[config.mk]
export PLATFORM = sky130hd
export DESIGN_NAME = reorder_buffer
export DESIGN_NICKNAME = d
export VERILOG_FILES = /design/src/rtl/reorder_buffer.sv
export SDC_FILE = /design/constraint.sdc
export NUM_CORES = 1
export LEC_CHECK = 0
export ABC_AREA = 1
export BUFFER_PORTS_ARGS = -buffer_cell sky130_fd_sc_hd__buf_4
export CORE_MARGIN = 2
export CORE_UTILIZATION = 55
export DETAILED_ROUTE_END_ITERATION = 8
export PLACE_DENSITY_LB_ADDON = 0.25
export SETUP_SLACK_MARGIN = 0.3
export SLEW_MARGIN = 20
export SYNTH_ARGS = -nofsm -noshare
export SYNTH_HDL_FRONTEND = slang
export SYNTH_SLANG_ARGS = --single-unit
[constraint.sdc]
create_clock -name clk -period 5.7 [get_ports clk]
set_clock_uncertainty 0.2 [all_clocks]
set_input_delay 0.285 -clock clk [delete_from_list [all_inputs] [get_ports clk]]
set_output_delay 0.285 -clock clk [all_outputs]
set_load 0.01 [all_outputs]
[src/rtl/reorder_buffer.sv]
`default_nettype none
// ============================================================================
// Module      : reorder_buffer
// Description : In-order retirement queue; allocates at tail, marks done on
//               writeback, retires head in order, truncates on mispredict.
// Revision    : 1.0 - initial release
// ============================================================================
module reorder_buffer #(
    parameter int DEPTH  = 16,
    parameter int TAG_W  = 4,
    parameter int PREG_W = 7,
    parameter int AREG_W = 5
) (
    input  logic              clk,
    input  logic              reset,
    input  logic              dispatch_valid,
    output logic              dispatch_ready,
    input  logic [TAG_W-1:0]  dispatch_rob_tag,
    input  logic [AREG_W-1:0] dispatch_rd,
    input  logic [PREG_W-1:0] dispatch_prd,
    input  logic [PREG_W-1:0] dispatch_old_prd,
    input  logic              dispatch_reg_write,
    input  logic              dispatch_is_branch,
    output logic [TAG_W-1:0]  rob_tail_tag,
    input  logic              wb0_valid,
    input  logic [TAG_W-1:0]  wb0_tag,
    input  logic              wb1_valid,
    input  logic [TAG_W-1:0]  wb1_tag,
    input  logic              mispredict_valid,
    input  logic [TAG_W-1:0]  mispredict_tag,
    output logic              commit_retire,
    output logic [TAG_W-1:0]  commit_tag,
    output logic [AREG_W-1:0] commit_rd,
    output logic [PREG_W-1:0] commit_prd,
    output logic              commit_en,
    output logic [PREG_W-1:0] commit_old_preg,
    output logic              tag_error
);

    localparam logic [TAG_W:0] c_full_count = (TAG_W+1)'(DEPTH);

    logic [DEPTH-1:0]  r_valid;
    logic [DEPTH-1:0]  r_done;
    logic [DEPTH-1:0]  r_reg_write;
    logic [AREG_W-1:0] r_rd      [DEPTH];
    logic [PREG_W-1:0] r_prd     [DEPTH];
    logic [PREG_W-1:0] r_old_prd [DEPTH];
    logic [TAG_W-1:0]  r_head;
    logic [TAG_W-1:0]  r_tail;
    logic [TAG_W:0]    r_count;
    logic              r_tag_error;

    logic              r_commit_retire;
    logic [TAG_W-1:0]  r_commit_tag;
    logic [AREG_W-1:0] r_commit_rd;
    logic [PREG_W-1:0] r_commit_prd;
    logic              r_commit_en;
    logic [PREG_W-1:0] r_commit_old_preg;

    logic              w_commit;
    logic              w_mispredict;
    logic              w_accept;
    logic [TAG_W-1:0]  w_mp_offset;
    logic [DEPTH-1:0]  w_flush;
    logic [DEPTH-1:0]  w_valid_nxt;
    logic [DEPTH-1:0]  w_done_nxt;
    logic [TAG_W-1:0]  w_tail_nxt;
    logic [TAG_W:0]    w_count_nxt;

    // Branch flag is carried by rename for its own use; nothing here needs it.
    logic w_unused_is_branch;
    assign w_unused_is_branch = dispatch_is_branch;

    assign dispatch_ready = reset & (r_count != c_full_count);
    assign rob_tail_tag   = r_tail;

    assign w_commit     = r_valid[r_head] & r_done[r_head];
    assign w_mispredict = mispredict_valid & r_valid[mispredict_tag];
    assign w_accept     = dispatch_valid & dispatch_ready & ~w_mispredict;
    assign w_mp_offset  = mispredict_tag - r_head;

    // An entry is younger than the branch when its distance from head exceeds
    // the branch's; using head-relative distance keeps the full case correct.
    always_comb begin
        w_flush = '0;
        for (int i = 0; i < DEPTH; i++) begin
            if (w_mispredict && ((TAG_W'(i) - r_head) > w_mp_offset)) begin
                w_flush[i] = 1'b1;
            end
        end
    end

    always_comb begin
        w_valid_nxt = r_valid & ~w_flush;
        w_done_nxt  = r_done & ~w_flush;
        if (w_commit) begin
            w_valid_nxt[r_head] = 1'b0;
        end
        if (wb0_valid && r_valid[wb0_tag] && !w_flush[wb0_tag]) begin
            w_done_nxt[wb0_tag] = 1'b1;
        end
        if (wb1_valid && r_valid[wb1_tag] && !w_flush[wb1_tag]) begin
            w_done_nxt[wb1_tag] = 1'b1;
        end
        if (w_accept) begin
            w_valid_nxt[r_tail] = 1'b1;
            w_done_nxt[r_tail]  = 1'b0;
        end
    end

    always_comb begin
        w_tail_nxt  = r_tail;
        w_count_nxt = r_count + (TAG_W+1)'(w_accept) - (TAG_W+1)'(w_commit);
        if (w_mispredict) begin
            w_tail_nxt  = mispredict_tag + TAG_W'(1);
            w_count_nxt = {1'b0, w_mp_offset} + (TAG_W+1)'(1) - (TAG_W+1)'(w_commit);
        end else if (w_accept) begin
            w_tail_nxt = r_tail + TAG_W'(1);
        end
    end

    always_ff @(posedge clk) begin
        if (!reset) begin
            r_valid           <= '0;
            r_done            <= '0;
            r_head            <= '0;
            r_tail            <= '0;
            r_count           <= '0;
            r_tag_error       <= 1'b0;
            r_commit_retire   <= 1'b0;
            r_commit_tag      <= '0;
            r_commit_rd       <= '0;
            r_commit_prd      <= '0;
            r_commit_en       <= 1'b0;
            r_commit_old_preg <= '0;
        end else begin
            r_valid <= w_valid_nxt;
            r_done  <= w_done_nxt;
            r_tail  <= w_tail_nxt;
            r_count <= w_count_nxt;
            if (w_commit) begin
                r_head <= r_head + TAG_W'(1);
            end
            if (w_accept) begin
                r_rd[r_tail]        <= dispatch_rd;
                r_prd[r_tail]       <= dispatch_prd;
                r_old_prd[r_tail]   <= dispatch_old_prd;
                r_reg_write[r_tail] <= dispatch_reg_write;
                if (dispatch_rob_tag != r_tail) begin
                    r_tag_error <= 1'b1;
                end
            end
            r_commit_retire   <= w_commit;
            r_commit_tag      <= w_commit ? r_head : '0;
            r_commit_rd       <= w_commit ? r_rd[r_head] : '0;
            r_commit_prd      <= w_commit ? r_prd[r_head] : '0;
            r_commit_en       <= w_commit & r_reg_write[r_head];
            r_commit_old_preg <= w_commit ? r_old_prd[r_head] : '0;
        end
    end

    assign commit_retire   = r_commit_retire;
    assign commit_tag      = r_commit_tag;
    assign commit_rd       = r_commit_rd;
    assign commit_prd      = r_commit_prd;
    assign commit_en       = r_commit_en;
    assign commit_old_preg = r_commit_old_preg;
    assign tag_error       = r_tag_error;

endmodule
`default_nettype wire

==> Word level (Yosys, flattened, before mapping) <==
Memories as Yosys holds them, arrays and structs flattened. A register that Yosys moved wholly into a read port is not among the register bits.
Index checks and enable logic that the tools add are counted.
{ "totals": {"output_inout_bits": 31, "n_memories": 3, "wordCells": 166, "register_bits": 68, "in_bits": 43, "ram_bits": 304} }
{ "memory_table": {"columns": ["memory", "words", "width", "read_ports", "rd_ports_with_merged_regs", "write_ports", "line_no", "text"], "rows": [
  ["r_old_prd", 16, 7, 1, 1, 1, "47", "logic [PREG_W-1:0] r_old_prd [DEPTH];"],
  ["r_prd", 16, 7, 1, 1, 1, "46", "logic [PREG_W-1:0] r_prd [DEPTH];"],
  ["r_rd", 16, 5, 1, 1, 1, "45", "logic [AREG_W-1:0] r_rd [DEPTH];"]
]} }
{ "classes": {"add_sub_neg": 24, "bitwise": 17, "eq_ne": 2, "n_mux": 52, "reduce_logical": 33, "order_cmp": 25} }
{ "ops": {"columns": ["op", "n"], "rows": [
  ["$mux 16", 5],
  ["$and 16x16->16", 4],
  ["$gt 4x4->1", 16],
  ["$not 16->16", 3],
  ["$or 16x16->16", 3],
  ["$bmux 1 s4", 8],
  ["$sub 4x4->4 const A", 8],
  ["$mux 1", 31],
  ["$lt 4x5->1 const B", 5],
  ["$logic_and 1x1->1", 24],
  ["$bwmux 16", 1],
  ["$demux 1 s4", 4],
  ["$ge 4x1->1 const B", 4],
  ["$sub 3x4->4 const A", 4],
  ["$add 4x1->4 const B", 3],
  ["$sub 5x1->5", 2],
  ["$mux 4", 2],
  ["$sub 1x4->4 const A", 2],
  ["$sub 2x4->4 const A", 2],
  ["$and 1x1->1", 6],
  ["$reduce_and 2->1", 3],
  ["$add 4x1->5 const B", 1],
  ["$add 5x1->5", 1],
  ["$logic_not 1->1", 5],
  ["other kinds (6)", 6]
]} }

==> Logic depth before layout (Yosys ltp) <==
Gate-level depths: netlist of the first run.
{ "logic_depth": {"word_depth": 14, "mapped_depth": 26, "ltp_nobuf": 24} }

==> Worst setup path before layout of the first run <==
OpenSTA, ideal clock, no wires.
{ "synth_timing": {"path_kind": "register to register", "from": "register r_head[2]", "to": "register r_done[11]", "setup_slack_ps": 1681, "period_less_slack_ps": 4019, "path_buffers": 5, "t_arrival_ps": 3753, "setup_time_ps": 66, "path_stages_with_launch": 26, "cell_sequence": "dfxtp_1 -> clkbuf_1 -> inv_1 -> clkbuf_1 -> clkbuf_1 -> ha_1 -> or2_0 -> nand2_1 -> nand2_2 -> nand2_2 -> buf_6 -> ha_1 -> a21oi_1 -> o21ai_0 -> o21ai_0 -> inv_1 -> nand4_1 -> nand2_1 -> nor2_1 -> nand2_1 -> nor2_4 -> nand3_4 -> buf_6 -> nand2_1 -> nand2_1 -> a21oi_2"} }
{ "synth_via": {"elab_chain_len": 13, "elab_cells_between_ends": 81} }
{ "synth_rtl": {"columns": ["element", "line_no", "text"], "rows": [
  ["from (decl)", "48", "logic [TAG_W-1:0] r_head;"],
  ["from (signal assigned)", "142", "r_head <= r_head + TAG_W'(1);"],
  ["$sub 1x4->4 (tied with other cells)", "87", "if (w_mispredict && ((TAG_W'(i) - r_head) > w_mp_offset)) begin"],
  ["$gt 4x4->1", "87", null],
  ["$logic_and 1x1->1", "87", null],
  ["$mux 1", "87", null],
  ["$bmux 1 s4", "99", "if (wb0_valid && r_valid[wb0_tag] && !w_flush[wb0_tag]) begin"],
  ["$mux 1 (not written as such)", "99", null],
  ["$logic_not 1->1", "99", null],
  ["$logic_and 1x1->1", "99", null],
  ["$mux 16", "99", null],
  ["$or 16x16->16 (no line)", null, null],
  ["$mux 16 *", "102", "if (wb1_valid && r_valid[wb1_tag] && !w_flush[wb1_tag]) begin"],
  ["$and 16x16->16 (no line)", null, null],
  ["$mux 16 *", "105", "if (w_accept) begin"],
  ["to (signal assigned)", "138", "r_done <= w_done_nxt;"],
  ["to (decl)", "43", "logic [DEPTH-1:0] r_done;"]
]} }
Mark *: on every way between the ends. The rest lies on a longest branch, timed or not. The select of a mux whose other input is x is not followed.
A chain may end at the register's enable or synchronous reset.

==> Worst setup path after layout of the first run <==
{ "layout_timing": {"from": "register r_head[1]", "to": "register r_done[1]"} }
Same word-level chain as after synthesis.

==> metrics, run 1 <==
status finished clean; Reg clk slew, reported paths 0.06 ns; Seq/Total Area, Yosys 61.1%; Cell Pwr Density 418 nW/um2; CTS sink cnt 391; layout cells sized above 1 12.0%; RSZ-0062 raised after global routing false; initial antenna violation count 1; Routed WL 49500 um; asr flop ratio synth 0%; Port Buf Inserts 72; worst-path fanout max 24; DR WL/cell 21.5 um; placed insts 2207; Root Buffer Master clkbuf_16; share of the synthesized area in the top cell type 53.2%; Final Hold Viols 0; Internal 5.51 mW; most frequent cell after synthesis edfxtp_1; Yosys warning count 0; class of the most critical setup path reg -> reg; Peak VDD IR 0.370 mV; CTS tree built; max_cap viols 0; Synth Register Bits 391; antenna fix cells 0; first-pass iteration count of the detailed router 5; Setup violations, final 0; most common flop cell mapped by yosys edfxtp_1; die area 34300 um2; die height 185 um; Sequential Power Share 38.1%; Routed Antenna Nets 0; post-route cell area 20500 um2; first-iteration detailed-routing DRC count 1618; DRC 0; Setup crit start kind register; postcts setup bufs 0; Core Area 32500 um2; f_max 0.208 GHz; syn nets 1844; DR vias/cell 6.03; Synth area leaders edfxtp_1 53%, dfxtp_1 7.9%, o21ai_0 5.5%; clk buf depth 3; number of synthesized flops with an enable pin 320; Worst Hold Class in -> reg; Post-Layout Cell Count 2305; first-pass GRT wire length 74700 um; static leakage 7.57 nW; critical path arrival 5.08 ns; P_sw 3.07 mW; period utilization 84.3%; io pins 74; dpl cell area 19000 um2; synth unique cells 49; syn_area_per_cell 10.3 um2; row cnt 66; worst slew pin tran 1.14 ns; synth cell count leaders 320 x edfxtp_1, 260 x nand2_1, 231 x nor2_1; Mapped Area 18000 um2; routed via count 13900; initial core utilization 55.6%; Slew Viols, Final 0; crit end category register; Setup TNS 0 ns; GRT overflow 0; switching part of the total 35.8%; Slew HR 24.1%; global placement routability congestion 0.980; overall power 8.58 mW; Post-DP HPWL 28800 um; total CTS buffers 40; Nets 1919; depth of the CTS H-tree 2; clock power share 29.7%; vias in the first global route 13200; Logic pwr share 32.3%; largest net degree at the start of global routing 111; largest area contributor in the netlist edfxtp_1; GRT Util Overall 29.1%; die width 185 um; Layout area overhead 13.7%; clock latency on the worst-skew pair 0.54 ns; fin util 63.2%; crit path time final 4.81 ns; WP data required 5.98 ns; Post-Synthesis Cells 1756
-- repair_timing --
action | 4_1_cts | 5_1_grt
resized for setup | 0 | 0
hold buffers | 24 | 0
endpoints found under the hold margin | 343 | 0
-- layout make-up --
type                       instances  area [um2]
fill                            2575       11900
sequential                       391       11000
multi-input combinational       1140        6120
clock buffer                      54        1120
timing repair buffer             127        1010
tap                              442         553
inverter                         131         497
clock inverter                    20         170
-- power by group through the flow --
stage	clock, mW	sequential (mW)	combinational, mW
after floorplan	0	3.34	1.88
after global placement	0	3.32	2.62
after detailed placement	0	3.33	2.71
after CTS	2.57	3.27	2.73
after global routing	2.68	3.28	3.08
final	2.54	3.27	2.77
-- flip-flops by register name, summed over array words and instances, names as in the netlist --
name	count
commit_en	1
r_count	5
r_rd	80
commit_old_preg	7
r_done	16
commit_rd	5
commit_prd	7
tag_error	1
r_valid	16
r_old_prd	112
commit_retire	1
commit_tag	4
r_head	4
r_prd	112
rob_tail_tag	4
r_reg_write	16
-- worst max-delay path: stages (launching register included) --
cell,delay (ns)
dfxtp_2,0.32
inv_2,0.42
fa_1,0.57
inv_1,0.17
ha_1,0.27
a21oi_1,0.30
nor2_1,0.08
o21bai_1,0.14
a21oi_1,0.19
nand2_1,0.20
nor2_1,0.06
nor2_1,0.09
nand2_1,0.09
nor2_4,0.41
nand3_4,0.33
nand2_1,0.13
nand2_1,0.06
a21oi_1,0.14
dlygate4sd3_1,0.56
-- layer usage --
metal | routed length (um) | global-route usage, % | vias up
met4 | 1960 | 12.2 | 2
met2 | 23100 | 47.1 | 709
li1 | - | - | 6398
met5 | 13 | 0 | -
met3 | 4390 | 4.80 | 129
met1 | 20000 | 39.1 | 6655
-- worst paths after layout --
check	from	depth (start not counted)	to	slack, ns
worst max-delay path	r_head[1]$_SDFFE_PN0P_	18	r_done[1]$_SDFF_PN0_	0.89
worst min-delay path	dispatch_rob_tag[0]	5	tag_error$_SDFFE_PN0P_	0.008
worst max register to register	r_head[1]$_SDFFE_PN0P_	18	r_done[1]$_SDFF_PN0_	0.89
worst min register to register	tag_error$_SDFFE_PN0P_	2	tag_error$_SDFFE_PN0P_	0.26
-- cell usage in the layout (no fill, tap or decap), types with 7 or more instances in the layout --
master	count
nor2_1	228
a21oi_1	91
nand4_1	27
dfxtp_1	68
edfxtp_1	320
nor3_1	8
clkinv_2	7
a22oi_1	15
xor2_1	11
o21ai_0	200
nand2_1	260
clkinv_1	7
ha_1	43
inv_2	7
a211oi_1	26
inv_1	120
o211ai_1	12
clkbuf_16	41
o221ai_1	51
clkbuf_1	8
a21oi_2	10
nand3_1	71
o22ai_1	25
dlygate4sd3_1	24
nor2_2	11
buf_4	103
-- cell families after synthesis --
group,share of synthesized area (%)
DFF,61.1
adders and majority gates,3.20
buffers and inverters,5.03
and+or+nand+nor,14.8
AOI/OAI and AO/OA,15.0
xor gates and xnor gates,0.770
-- stage by stage --
stage          setup slack (ns)  hold slack [ns]
3_3_place_gp               1.57            0.240
5_1_grt                   0.621           0.0511
6_report                  0.894          0.00799
4_1_cts                    1.05          0.00573
3_5_place_dp               1.48            0.254
2_1_floorplan              1.68            0.184
No activity file was read; power rests on OpenSTA's default activity.
==> run 2, diff against run 1 <==
--- a/config.mk
+++ b/config.mk
@@ -5,7 +5,7 @@
 export SDC_FILE = /design/constraint.sdc
 export NUM_CORES = 1
 export LEC_CHECK = 0
-export ABC_AREA = 1
+export ABC_AREA = 0
 export BUFFER_PORTS_ARGS = -buffer_cell sky130_fd_sc_hd__buf_4
 export CORE_MARGIN = 2
 export CORE_UTILIZATION = 55
==> constraint.sdc (replaced) <==
create_clock -name clk -period 4.1 [get_ports clk]
set_clock_uncertainty 0.2 [all_clocks]
set_input_delay 0.205 -clock clk [delete_from_list [all_inputs] [get_ports clk]]
set_output_delay 0.205 -clock clk [all_outputs]
set_load 0.01 [all_outputs]
==> metrics, run 2 <==
static leakage 6.79 nW; asr flop ratio synth 0%; layout cells sized above 1 26.1%; total CTS buffers 41; period utilization 89.3%; max_cap viols 0; Root Buffer Master clkbuf_16; Hold Path Cell Cnt 5; most frequent cell after synthesis edfxtp_1; Worst Hold Class in -> reg; Slew Viols, Final 0; Routed Antenna Nets 0; DR vias/cell 6.27; WP data required 4.32 ns; fin util 65.0%; clk buf depth 3; routed via count 10100; crit path time final 3.66 ns; commonest non-fill, non-tap cells in the layout 320 x edfxtp_1, 110 x buf_4, 108 x mux4_2; Setup TNS 0 ns; Mapped Area 17100 um2; Top Metal Used met4; placed insts 1506; worst-path fanout max 6; Layout area overhead 16.4%; vias in the first global route 10200; post-route cell area 19900 um2; crit end category register; switching part of the total 21.4%; GRT overflow 0; first-pass GRT wire length 63200 um; DR WL/cell 26.0 um; Final Hold Viols 0; synth cell count leaders 320 x edfxtp_1, 108 x mux4_2, 71 x dfxtp_1; global placement routability congestion 0.915; clock power share 42.2%; GRT Util Overall 26.2%; syn_area_per_cell 16.2 um2; most common flop cell mapped by yosys edfxtp_1; Routed WL 41900 um; WL met2 20700 um; Logic pwr share 6.6%; Seq/Total Area, Yosys 64.6%; largest net degree at the start of global routing 70; Nets 1274; Core Area 30600 um2; io pins 74; class of the most critical setup path reg -> reg; Synth Register Bits 391; f_max 0.273 GHz; critical path cell sequence clkinv_2, ha_1, a21oi_1, nand3b_1, and2_2, xnor2_2, inv_1, ha_1, a21boi_0, o21ai_0, a221oi_2, a21oi_1, o221a_2; Worst R2R Path Depth 13; die area 32500 um2; initial core utilization 55.8%; DRC 0; Port Buf Inserts 72; number of synthesized flops with an enable pin 320; CTS sink cnt 391; Post-Layout Cell Count 1612; status finished clean; die height 180 um; Cell Pwr Density 432 nW/um2; worst slew pin tran 1.08 ns; RSZ-0062 raised after global routing false; Yosys warning count 0; Peak VDD IR 0.384 mV; metal3 WL 2980 um; Sequential Power Share 51.2%; syn nets 1142; first-pass iteration count of the detailed router 6; Setup crit start kind register; antenna fix cells 0; Post-Synthesis Cells 1054; postcts setup bufs 0; Internal 6.74 mW; depth of the CTS H-tree 2; CP max stage cell a221oi_2; largest area contributor in the netlist edfxtp_1; Filler Cell Count 2118; Synth area leaders edfxtp_1 56%, mux4_2 14%, dfxtp_1 8.3%; Post-DP HPWL 23800 um; share of the synthesized area in the top cell type 56.3%; CTS tree built; Place WS 0.379 ns; die width 180 um; final setup margin 0.438 ns; Slew HR 27.7%; clock latency on the worst-skew pair 0.53 ns; WHS 0.0669 ns; largest registers r_old_prd x112, r_prd x112, r_rd x80; Setup violations, final 0; P_sw 1.84 mW; first-iteration detailed-routing DRC count 1041; overall power 8.58 mW; Reg clk slew, reported paths 0.06 ns; critical path arrival 3.88 ns; DRT met1 WL 16900 um; max incr delay on CP 0.42 ns; initial antenna violation count 0; synth unique cells 72; most common cell after layout, fill and taps aside edfxtp_1; dpl cell area 18200 um2; row cnt 64
[run 2: final timing paths]
kind | startpoint | to | slack (ns)
min reg2reg | r_head[3]$_SDFFE_PN0P_ | r_head[3]$_SDFFE_PN0P_ | 0.30
max reg2reg | r_head[2]$_SDFFE_PN0P_ | r_done[14]$_SDFF_PN0_ | 0.44
min | wb0_valid | r_done[1]$_SDFF_PN0_ | 0.07
max | r_head[2]$_SDFFE_PN0P_ | r_done[14]$_SDFF_PN0_ | 0.44
[run 2: metal layers]
layer  up-vias  global-route usage (%)
met4         0                    9.77
met5         -                       0
met3        86                    4.10
met1      5110                    35.5
li1       4445                       -
met2       470                    43.4
[run 2: logic make-up after synthesis]
kind of cell / after synthesis / share of synthesized area (%)
simple gates: 223 / 6.56
fa+ha+maj: 53 / 3.86
mux: 124 / 15.5
flops: 391 / 64.6
xor+xnor: 26 / 1.38
buf+inv: 97 / 2.33
compound gates: 140 / 5.73
[run 2: critical path, delay by kind of cell, from the launching register on]
family	cells	cell delay, ns
compound gates	6	1.51
fa+ha+maj	2	0.64
simple gates	2	0.54
flops	1	0.35
buf+inv	2	0.16
xor+xnor	1	0.15
[run 2: what timing repair did]
action | in CTS | in global routing
setup endpoints to repair | 0 | 10
hold buffers | 33 | 0
resized for setup | 0 | 8
endpoints found under the hold margin | 331 | 0
[run 2: cell type report]
| cell class | count | area (um2) | area share [%] |
|---|---|---|---|
| flip-flops and latches | 391 | 11000 | 55.6 |
| multi-input cells | 566 | 5690 | 28.6 |
| repair buffers | 144 | 1170 | 5.88 |
| clock buffers | 51 | 1090 | 5.50 |
| well taps | 396 | 495 | 2.49 |
| clock inverters | 22 | 219 | 1.10 |
| inverters | 42 | 163 | 0.819 |
[run 2: power groups by stage]
| stage | clock network [mW] | registers, mW | logic [mW] |
|---|---|---|---|
| floorplan | 0 | 4.47 | 0.325 |
| global placement | 0 | 4.48 | 0.520 |
| detailed placement | 0 | 4.48 | 0.531 |
| CTS | 3.68 | 4.40 | 0.560 |
| global route | 3.84 | 4.40 | 0.617 |
| finish | 3.62 | 4.40 | 0.566 |
==> run 3, diff against run 2 <==
--- a/config.mk
+++ b/config.mk
@@ -10,7 +10,7 @@
 export CORE_MARGIN = 2
 export CORE_UTILIZATION = 55
 export DETAILED_ROUTE_END_ITERATION = 8
-export PLACE_DENSITY_LB_ADDON = 0.25
+export PLACE_DENSITY = 0.75
 export SETUP_SLACK_MARGIN = 0.3
 export SLEW_MARGIN = 20
 export SYNTH_ARGS = -nofsm -noshare
==> metrics, run 3 (synthesis gave the netlist of run 2 again) <==
status finished clean; depth of the CTS H-tree 2; period utilization 89.4%; io pins 74; Final Hold Viols 0; clock latency on the worst-skew pair 0.55 ns; static leakage 6.85 nW; RR Startpoint r_head[1]$_SDFFE_PN0P_; WHS 0.0278 ns; multi-input logic area 5710 um2; commonest non-fill, non-tap cells in the layout 320 x edfxtp_1, 111 x buf_4, 108 x mux4_2; reg2reg setup slack 0.46 ns; vias in the first global route 10400; FF-to-FF End r_done[9]$_SDFF_PN0_; crit path launch mispredict_tag[0]; Post-DP HPWL 24200 um; critical path arrival 3.93 ns; Setup violations, final 0; DR WL/cell 26.6 um; Logic pwr share 6.7%; most common cell after layout, fill and taps aside edfxtp_1; FF+latch area 11000 um2; clk buf depth 3; GRT Util Overall 26.6%; Worst R2R Path Depth 12; CTS sink cnt 391; CTS tree built; class of the most critical setup path in -> reg; dpl cell area 18200 um2; final setup margin 0.433 ns; worst-path fanout max 12; fin util 65.5%; Root Buffer Master clkbuf_16; row cnt 64; Post-Layout Cell Count 1621; largest registers r_old_prd x112, r_prd x112, r_rd x80; clock power share 42.3%; die area 32500 um2; crit end category register; Place WS 0.298 ns; post-route cell area 20000 um2; Core Area 30600 um2; Filler Cell Count 2095; placed insts 1503; Worst Hold Class in -> reg; Slew Viols, Final 0; DR vias/cell 6.36; worst slew pin tran 0.835 ns; first-iteration detailed-routing DRC count 1067; Layout area overhead 17.3%; max_cap viols 0; initial core utilization 55.8%; layout cells sized above 1 26.6%; Cell Pwr Density 431 nW/um2; Peak VDD IR 0.383 mV; WP data required 4.37 ns; Routed Antenna Nets 0; overall power 8.63 mW; crit path time final 3.67 ns; GRT overflow 0; Setup TNS 0 ns; Sequential Power Share 51.0%; switching part of the total 22.2%; die height 180 um; die width 180 um; Setup crit start kind primary input; routed via count 10300; RSZ-0062 raised after global routing false; f_max 0.273 GHz; CP Capture Point r_done[9]$_SDFF_PN0_; Slew HR 44.3%; first-pass iteration count of the detailed router 7; total CTS buffers 41; Nets 1280; Routed WL 43100 um; Reg clk slew, reported paths 0.06 ns; Internal 6.71 mW; first-pass GRT wire length 64200 um; initial antenna violation count 1; P_sw 1.92 mW; largest net degree at the start of global routing 58; Port Buf Inserts 72; DRC 0; global placement routability congestion 0.920; Hold Path Cell Cnt 4
## run 3: how the worst min path moves through the flow
stage                                 from                         to  slack (ns)
finish                          wb0_tag[1]       r_done[0]$_SDFF_PN0_        0.03
CTS                             wb0_tag[1]       r_done[0]$_SDFF_PN0_       0.003
global placement    tag_error$_SDFFE_PN0P_     tag_error$_SDFFE_PN0P_        0.26
detailed placement  tag_error$_SDFFE_PN0P_     tag_error$_SDFFE_PN0P_        0.29
global route                     wb1_valid       r_done[2]$_SDFF_PN0_        0.04
floorplan              dispatch_old_prd[0]  r_old_prd[0][0]$_DFFE_PP_        0.10
## run 3: final cells by class
class,count,share of cell area (%)
Tap cell,396,2.47
Clock buffer,54,5.52
Clock inverter,21,1.14
Multi-Input combinational cell,566,28.5
Timing Repair Buffer,150,6.36
Antenna cell,1,0.0125
Inverter,42,0.825
Sequential cell,391,55.1
## run 3: power by group through the flow
stage	Clock [mW]	Sequential (mW)	Combinational [mW]
finish	3.65	4.40	0.577
global placement	0	4.48	0.519
CTS	3.69	4.40	0.566
detailed placement	0	4.48	0.533
floorplan	0	4.47	0.325
global route	3.83	4.40	0.632
## run 3: timing repair
action,in CTS,in global routing
resized for setup,1,9
setup buffers,0,8
pin swaps,0,2
endpoints found under the setup margin,2,13
endpoints found under the hold margin,338,0
hold buffers,34,0
## run 3: per-layer routing
layer / track usage, % / vias up / routed length [um]
met4: 10.8 / 0 / 1500
met5: 0 / - / 0
met1: 36.0 / 5195 / 16800
li1: - / 4459 / -
met2: 43.4 / 545 / 21100
met3: 4.53 / 107 / 3640
## run 3: critical path, stage by stage
cell and delay (ns):
dlygate4sd3_1 0.53, buf_4 0.25, inv_1 0.11, ha_1 0.22, inv_1 0.07, fa_1 0.44
inv_1 0.18, ha_1 0.29, nor2b_1 0.14, a2bb2oi_1 0.14, maj3_1 0.40, a22oi_1 0.39
o311a_1 0.27, o211ai_1 0.13, a21oi_1 0.16
